`src/rtl/aleste_wb_pkg.sv`:
```
`default_nettype none
// ============================================================================
// Module      : aleste_wb_pkg
// Description : Shared Wishbone bus widths and the SRAM controller state type
// Revision    : 1.0 - initial release
// ============================================================================
package aleste_wb_pkg;

  localparam int WB_ADR_W = 24;
  localparam int WB_DAT_W = 8;

  typedef enum logic [1:0] {
    IDLE   = 2'd0,
    SETUP  = 2'd1,
    ACCESS = 2'd2,
    DONE   = 2'd3
  } sram_state_t;

endpackage
`default_nettype wire

```
`src/rtl/wb_sram_ctrl.sv`:
```
`default_nettype none
// ============================================================================
// Module      : wb_sram_ctrl
// Description : Wishbone classic slave driving an asynchronous 8-bit SRAM.
//               One address-setup cycle, WAIT_STATES strobe cycles, one
//               acknowledge/hold cycle. Only addresses inside the window
//               selected by BASE are answered.
// Revision    : 1.0 - initial release
// ============================================================================
module wb_sram_ctrl
  import aleste_wb_pkg::*;
#(
  parameter int                  SRAM_AW     = 19,
  parameter logic [WB_ADR_W-1:0] BASE        = 24'h000000,
  parameter int                  WAIT_STATES = 1
) (
  input  logic                CLK,
  input  logic                nRESET,
  input  logic                wb_cyc_i,
  input  logic                wb_stb_i,
  input  logic                wb_we_i,
  input  logic [WB_ADR_W-1:0] wb_adr_i,
  input  logic [WB_DAT_W-1:0] wb_dat_i,
  input  logic                wb_sel_i,
  output logic [WB_DAT_W-1:0] wb_dat_o,
  output logic                wb_ack_o,
  output logic [SRAM_AW-1:0]  sram_a,
  output logic [WB_DAT_W-1:0] sram_d_o,
  input  logic [WB_DAT_W-1:0] sram_d_i,
  output logic                sram_d_oe,
  output logic                sram_nce,
  output logic                sram_noe,
  output logic                sram_nwe
);

  // Counter only needs to hold WAIT_STATES-1; keep at least one bit.
  localparam int            c_CNT_W    = (WAIT_STATES > 1) ? $clog2(WAIT_STATES) : 1;
  localparam [c_CNT_W-1:0]  c_CNT_LOAD = c_CNT_W'(WAIT_STATES - 1);

  sram_state_t        r_state;
  logic               r_we;
  logic               r_sel;
  logic [c_CNT_W-1:0] r_cnt;
  logic               w_hit;
  logic               w_req;

  // Address window decode on the upper bits only
  assign w_hit = (wb_adr_i[WB_ADR_W-1:SRAM_AW] == BASE[WB_ADR_W-1:SRAM_AW]);
  assign w_req = wb_cyc_i & wb_stb_i & w_hit & ~wb_ack_o;

  // Transfer FSM; every SRAM pin is updated on the edge that enters a state,
  // so the pins reflect the state they belong to with no combinational path.
  always_ff @(posedge CLK or negedge nRESET) begin
    if (!nRESET) begin
      r_state   <= IDLE;
      r_we      <= 1'b0;
      r_sel     <= 1'b0;
      r_cnt     <= '0;
      wb_ack_o  <= 1'b0;
      wb_dat_o  <= '0;
      sram_a    <= '0;
      sram_d_o  <= '0;
      sram_d_oe <= 1'b0;
      sram_nce  <= 1'b1;
      sram_noe  <= 1'b1;
      sram_nwe  <= 1'b1;
    end else begin
      case (r_state)
        IDLE: begin
          if (w_req) begin
            r_state   <= SETUP;
            r_we      <= wb_we_i;
            r_sel     <= wb_sel_i;
            sram_a    <= wb_adr_i[SRAM_AW-1:0];
            sram_d_o  <= wb_dat_i;
            sram_nce  <= 1'b0;
            sram_noe  <= wb_we_i;
            sram_d_oe <= wb_we_i;
            sram_nwe  <= 1'b1;
          end
        end
        SETUP: begin
          if (!wb_cyc_i) begin
            r_state   <= IDLE;
            sram_nce  <= 1'b1;
            sram_noe  <= 1'b1;
            sram_nwe  <= 1'b1;
            sram_d_oe <= 1'b0;
          end else begin
            r_state  <= ACCESS;
            r_cnt    <= c_CNT_LOAD;
            // A deselected write still runs the cycle but never strobes nWE
            sram_nwe <= ~(r_we & r_sel);
          end
        end
        ACCESS: begin
          if (!wb_cyc_i) begin
            r_state   <= IDLE;
            sram_nce  <= 1'b1;
            sram_noe  <= 1'b1;
            sram_nwe  <= 1'b1;
            sram_d_oe <= 1'b0;
          end else if (r_cnt == '0) begin
            r_state  <= DONE;
            wb_ack_o <= 1'b1;
            sram_noe <= 1'b1;
            sram_nwe <= 1'b1;
            if (!r_we) begin
              wb_dat_o <= sram_d_i;
            end
          end else begin
            r_cnt <= r_cnt - 1'b1;
          end
        end
        DONE: begin
          // Chip enable and data drive were held through this cycle
          r_state   <= IDLE;
          wb_ack_o  <= 1'b0;
          sram_nce  <= 1'b1;
          sram_noe  <= 1'b1;
          sram_nwe  <= 1'b1;
          sram_d_oe <= 1'b0;
        end
        default: begin
          r_state <= IDLE;
        end
      endcase
    end
  end

endmodule
`default_nettype wire

```
`config.mk`:
```
export PLATFORM = sky130hd
export DESIGN_NAME = wb_sram_ctrl
export DESIGN_NICKNAME = d
export VERILOG_FILES = /design/src/rtl/aleste_wb_pkg.sv /design/src/rtl/wb_sram_ctrl.sv
export SDC_FILE = /design/constraint.sdc
export NUM_CORES = 1
export LEC_CHECK = 0
export BUFFER_PORTS_ARGS = -buffer_cell sky130_fd_sc_hd__buf_2
export CELL_PAD_IN_SITES_DETAIL_PLACEMENT = 1
export CELL_PAD_IN_SITES_GLOBAL_PLACEMENT = 1
export CORE_AREA = 2 2 74 76
export CTS_BUF_LIST = sky130_fd_sc_hd__clkbuf_4
export DETAILED_ROUTE_END_ITERATION = 6
export DIE_AREA = 0 0 76 78
export GPL_ROUTABILITY_DRIVEN = 1
export PLACE_DENSITY = 0.9
export SLEW_MARGIN = 20
export SYNTH_ARGS = -nofsm -noshare
export SYNTH_HDL_FRONTEND = slang
export SYNTH_SLANG_ARGS = --single-unit
```
`constraint.sdc`:
```
create_clock -name CLK -period 1.86 [get_ports CLK]
set_input_delay 0.186 -clock CLK [delete_from_list [all_inputs] [get_ports CLK]]
set_output_delay 0.186 -clock CLK [all_outputs]
set_load 0.005 [all_outputs]
```
* Word-level counts from Yosys, hierarchy flattened
Cells that the tools add are included.
W data, S select, Z words.
** Word-level totals
- Input port bits :: 46
- Bits in registers :: 45
- Word-level logic and storage cells :: 66
- Output and inout port bits :: 40
** Operators by class
- Bitwise gates (word level) :: 8
- Reduce and logical (&&, ||, !) cells :: 12
- Muxes and demuxes :: 23
- Equality and inequality tests :: 10
- Add/subtract/negate cells :: 1
** Operators by type and width (count)
- $mux W1 :: 12
- $ne A2 B2 Y1 const B :: 6
- $reduce_and A3 Y1 :: 3
- $mux W2 :: 4
- $pmux W1 S4 :: 2
- $pmux W2 S4 :: 1
- $pmux W1 S3 :: 2
- $reduce_and A2 Y1 :: 3
- $logic_not A5 Y1 :: 1
- $and A1 B1 Y1 :: 4
- $eq A2 B2 Y1 const B :: 2
- $not A1 Y1 :: 4
- $pmux W1 S2 :: 2
- $reduce_and A4 Y1 :: 1
- $reduce_bool A2 Y1 :: 2
- $ne A3 B3 Y1 const B :: 1
- $eq A2 B1 Y1 const B :: 1
- $logic_not A2 Y1 :: 1
- $reduce_or A2 Y1 :: 1
- $sub A1 B1 Y1 const B :: 1

* Depth between registers and ports, before layout
- Word-level depth :: 5
- Gate-level depth with buffers :: 6
- Mapped depth without buffers :: 5

* Worst setup path before layout
No wires, ideal clock.
- Path kind :: register to register
- Start point :: register r_state[0]
- End point :: register sram_a[11]
- Cell stages (with the launch flop) :: 7
- Path buffers :: 2
- Slack :: 0.260 ns
- Setup time :: 0.125 ns
- Data arrival time :: 1.475 ns
- Required time :: 1.735 ns
- Period minus slack after synthesis :: 1.600 ns
- Path through :: dfrtp_1 inv_1 ha_1 nand3_2 buf_6 buf_6 mux2_4
** Between the ends
- Longest elaborated chain between the ends :: 2
** Ends and longest elaborated chain
- start, declared :: RTL line wb_sram_ctrl.sv:40 : sram_state_t r_state;
- start signal, assigned :: RTL line wb_sram_ctrl.sv:55 : r_state <= IDLE;
- start signal, assigned :: RTL line wb_sram_ctrl.sv:71 : r_state <= SETUP;
- start signal, assigned :: RTL line wb_sram_ctrl.sv:84 : r_state <= IDLE;
- $logic_not A2 Y1 :: RTL line wb_sram_ctrl.sv:68 : case (r_state)
- $reduce_and A2 Y1 (no source line)
- end signal, assigned :: RTL line wb_sram_ctrl.sv:74 : sram_a <= wb_adr_i[SRAM_AW-1:0];
- end, declared :: RTL line wb_sram_ctrl.sv:27 : output logic [SRAM_AW-1:0] sram_a,
No other way between the ends.
A chain may end at the register's enable or synchronous reset.

* Worst setup path after layout
- Start point :: register r_state[0]
- End point :: register wb_dat_o[2]
** Between the ends
- Longest elaborated chain between the ends :: 2
** Ends and longest elaborated chain
- $eq A2 B2 Y1 :: RTL line wb_sram_ctrl.sv:68
- $reduce_and A4 Y1 (no source line)
- end signal, assigned :: RTL line wb_sram_ctrl.sv:109 : wb_dat_o <= sram_d_i;
- end, declared :: RTL line wb_sram_ctrl.sv:25 : output logic [WB_DAT_W-1:0] wb_dat_o,
No other way between the ends.

==> results.toml <==
[final_layout]
layout-drive-gt1-share = 0.653
diodes = 0
area_growth_pct = 32.1
final_nets = 269
fin_util = 0.500

[synth]
muxShareOfSynthArea = 0.254
synth_compound_area_frac = 0.0433
synth.most_common_cell = "dfrtp_1"
synth_seq_cells = 44
seq_area_frac_synth = 0.579
syn_avg_cell_area_sq_um = 15.3
async_reset_ff_frac = 1.00
ys_top_cells_by_count = "dfrtp_1, mux2_2, mux2_4, ha_1"
synth-xor-area-share = 0
synth_area_leaders = "dfrtp_1, mux2_2, mux2_4"
synthSimpleGateAreaFrac = 0.0656
postSynthCellCount = 125
synth_top_family_by_area = "multiplexers"
yosysTopAreaCell = "dfrtp_1"
synth_area_sq_um = 1910
synth_edf_count = 0
yosys.area.top_type_share = 0.538
ys_warn_count = 0
ys.flop_type = "dfrtp_1"
syn_nets = 176
synthDistinctLibCells = 27
synth_adder_area_share = 0.0328

[critical_path]
cp_slowest_stage_delay_ps = 430
path_cells = "inv_1 -> ha_1 -> nand3b_1 -> mux2_2"
crit_family = "flip-flops"
slowest_stage = "dfrtp_1"
cp_max_fo = 8
critPathKind = "flip-flop to flip-flop"
crit_required_ps = 2110
critical_path_arrival_ps = 1870
startpoint_type = "flip-flop"
path_buf_inv = 1
cp-end-kind = "flip-flop"

[power_and_ir_drop]
p_comb_frac = 0.050
p_sw_w = 0.000360
ir_drop_mv = 0.484
p_leak_nw = 1.44
sequentialPowerShare = 0.584
p_int_w = 0.00128
swShare = 0.220
p_per_area_nw_per_um2 = 650
clkPwrFrac = 0.366

[detailed_routing]
vias = 1349
wirelength_um = 4700
viasPerCell = 4.67
drtAntennaViolNets = 0
drc = 0
wire_per_inst_um = 16.3
drt_iter0_markers = 36
drt_first_pass_iters = 4

[clock_tree]
hold_buffers = 1
cts_sinks = 44
clkTransAtPathRegs_ps = 130
tritoncts = "built"
clock-root-buffer = "clkbuf_4"
clk_path_buf_depth = 2
postCtsSetupBuffers = 0
clkLatencyLatePin_ps = 350
numCtsBuffers = 5
cts_resized = 0
h-tree-depth = 2

[floorplanning]
rows = 26
coreArea_sq_um = 5040
ios = 86
die_w_um = 76
die_h_um = 78
initial_core_util = 0.378
die_area_sq_um = 5930

[sta]
fmax_mhz = 618
min_period_ps = 1620
hold_ws_ps = 52.7
hold_viol = 0
worstMarginPinSlew_ps = 540
rsz0062_at_grt = "false"
clock_skew_ps = 7.74
period_share = 0.870
setup-tns-final_ps = 0
setup_viol = 0
max_slew_margin = 0.640
drv_slew = 0

[placed_design]
post-dp-hpwl_um = 3580
io_buffers = 85
gp_congestion = 0.784

[global_route]
grt_pass1_vias = 1563
grt.overflow.total = 0
antenna_found_initial = 0
grt_max_degree = 45
grt_first_pass_wirelength_um = 7780
track_usage = 0.167

[hold_path]
hp-class = "input port to flip-flop"

[flow_run]
drv_cap = 0

[outcome]
outcome = "finished, final reports clean"
[placed cells by master (no fill, tap or decap), drive strengths merged, types with 3 or more instances in the layout]
cell type / count
ha: 5
o211ai: 4
nand3: 3
buf: 89
a21oi: 3
clkbuf: 5
dfstp: 3
nand2: 4
mux2: 38
inv: 4
dfrtp: 41
[registers in the layout (all words and copies together) (netlist names)]
| register | count |
|---|---|
| r_sel | 1 |
| r_state | 2 |
| r_we | 1 |
| sram_a | 19 |
| sram_d_o | 8 |
| sram_d_oe | 1 |
| sram_nce | 1 |
| sram_noe | 1 |
| sram_nwe | 1 |
| wb_ack_o | 1 |
| wb_dat_o | 8 |
[area by class of cell]
type / count / area [sq um]
clock buffer: 5 / 37.5
clock inverter: 3 / 42.5
fill: 542 / 2520
inverter: 4 / 15.0
multi-input combinational: 73 / 756
sequential: 44 / 1100
tap: 70 / 87.6
timing repair buffer: 90 / 478
[power by group through the flow]
stage	Combinational (W)	Clock, W	Sequential, W
floorplan	0.00000851	0	0.000975
global placement	0.0000793	0	0.000975
detailed placement	0.0000824	0	0.000975
CTS	0.0000843	0.000617	0.000957
global route	0.0000928	0.000662	0.000958
finish	0.0000819	0.000599	0.000957
[routing by layer]
| metal | track usage | share of wire |
|---|---|---|
| met5 | 0 | 0 |
| met4 | 0.0545 | 0.012 |
| met3 | 0.0488 | 0.064 |
| met2 | 0.296 | 0.52 |
| met1 | 0.195 | 0.40 |
[stage by stage]
step	worst slack (ps)	area (sq um)	total power, W	cells
5_1_grt	101	2520	0.00171	289
3_3_place_gp	327	2430	0.00105	280
6_report	242	2520	0.00164	289
4_1_cts	218	2520	0.00166	289
3_5_place_dp	233	2430	0.00106	280
2_1_floorplan	260	1910	0.000984	125
[worst reg2reg max path, cell delays in order (launching register included)]
cell	delay, ps
dfrtp_1	430
inv_1	130
ha_1	240
nand3b_1	320
mux2_2	400
[worst paths after layout]
path / startpoint / endpoint / slack [ps] / cells past startpoint
max: r_state[0]$_DFFE_PN0P_ / wb_dat_o[2]$_DFFE_PN0P_ / 240 / 4
min: wb_adr_i[15] / sram_a[15]$_DFFE_PN0P_ / 50 / 2
max reg2reg: r_state[0]$_DFFE_PN0P_ / wb_dat_o[2]$_DFFE_PN0P_ / 240 / 4
min reg2reg: sram_a[10]$_DFFE_PN0P_ / sram_a[10]$_DFFE_PN0P_ / 520 / 1
max in group asynchronous: nRESET / sram_noe$_DFFE_PN1P_ / 1060 / 3
min in group asynchronous: nRESET / wb_dat_o[3]$_DFFE_PN0P_ / 420 / 3
[logic make-up (layout without fill, tap and decap cells)]
family / after synthesis / count (layout)
DFF: 44 / 44
muxes: 40 / 40
and+or+nand+nor: 17 / 17
AOI/OAI and AO/OA: 11 / 11
buffers and inverters: 8 / 102
adders and majority gates: 5 / 5
Power figures use the tool's default switching activity.
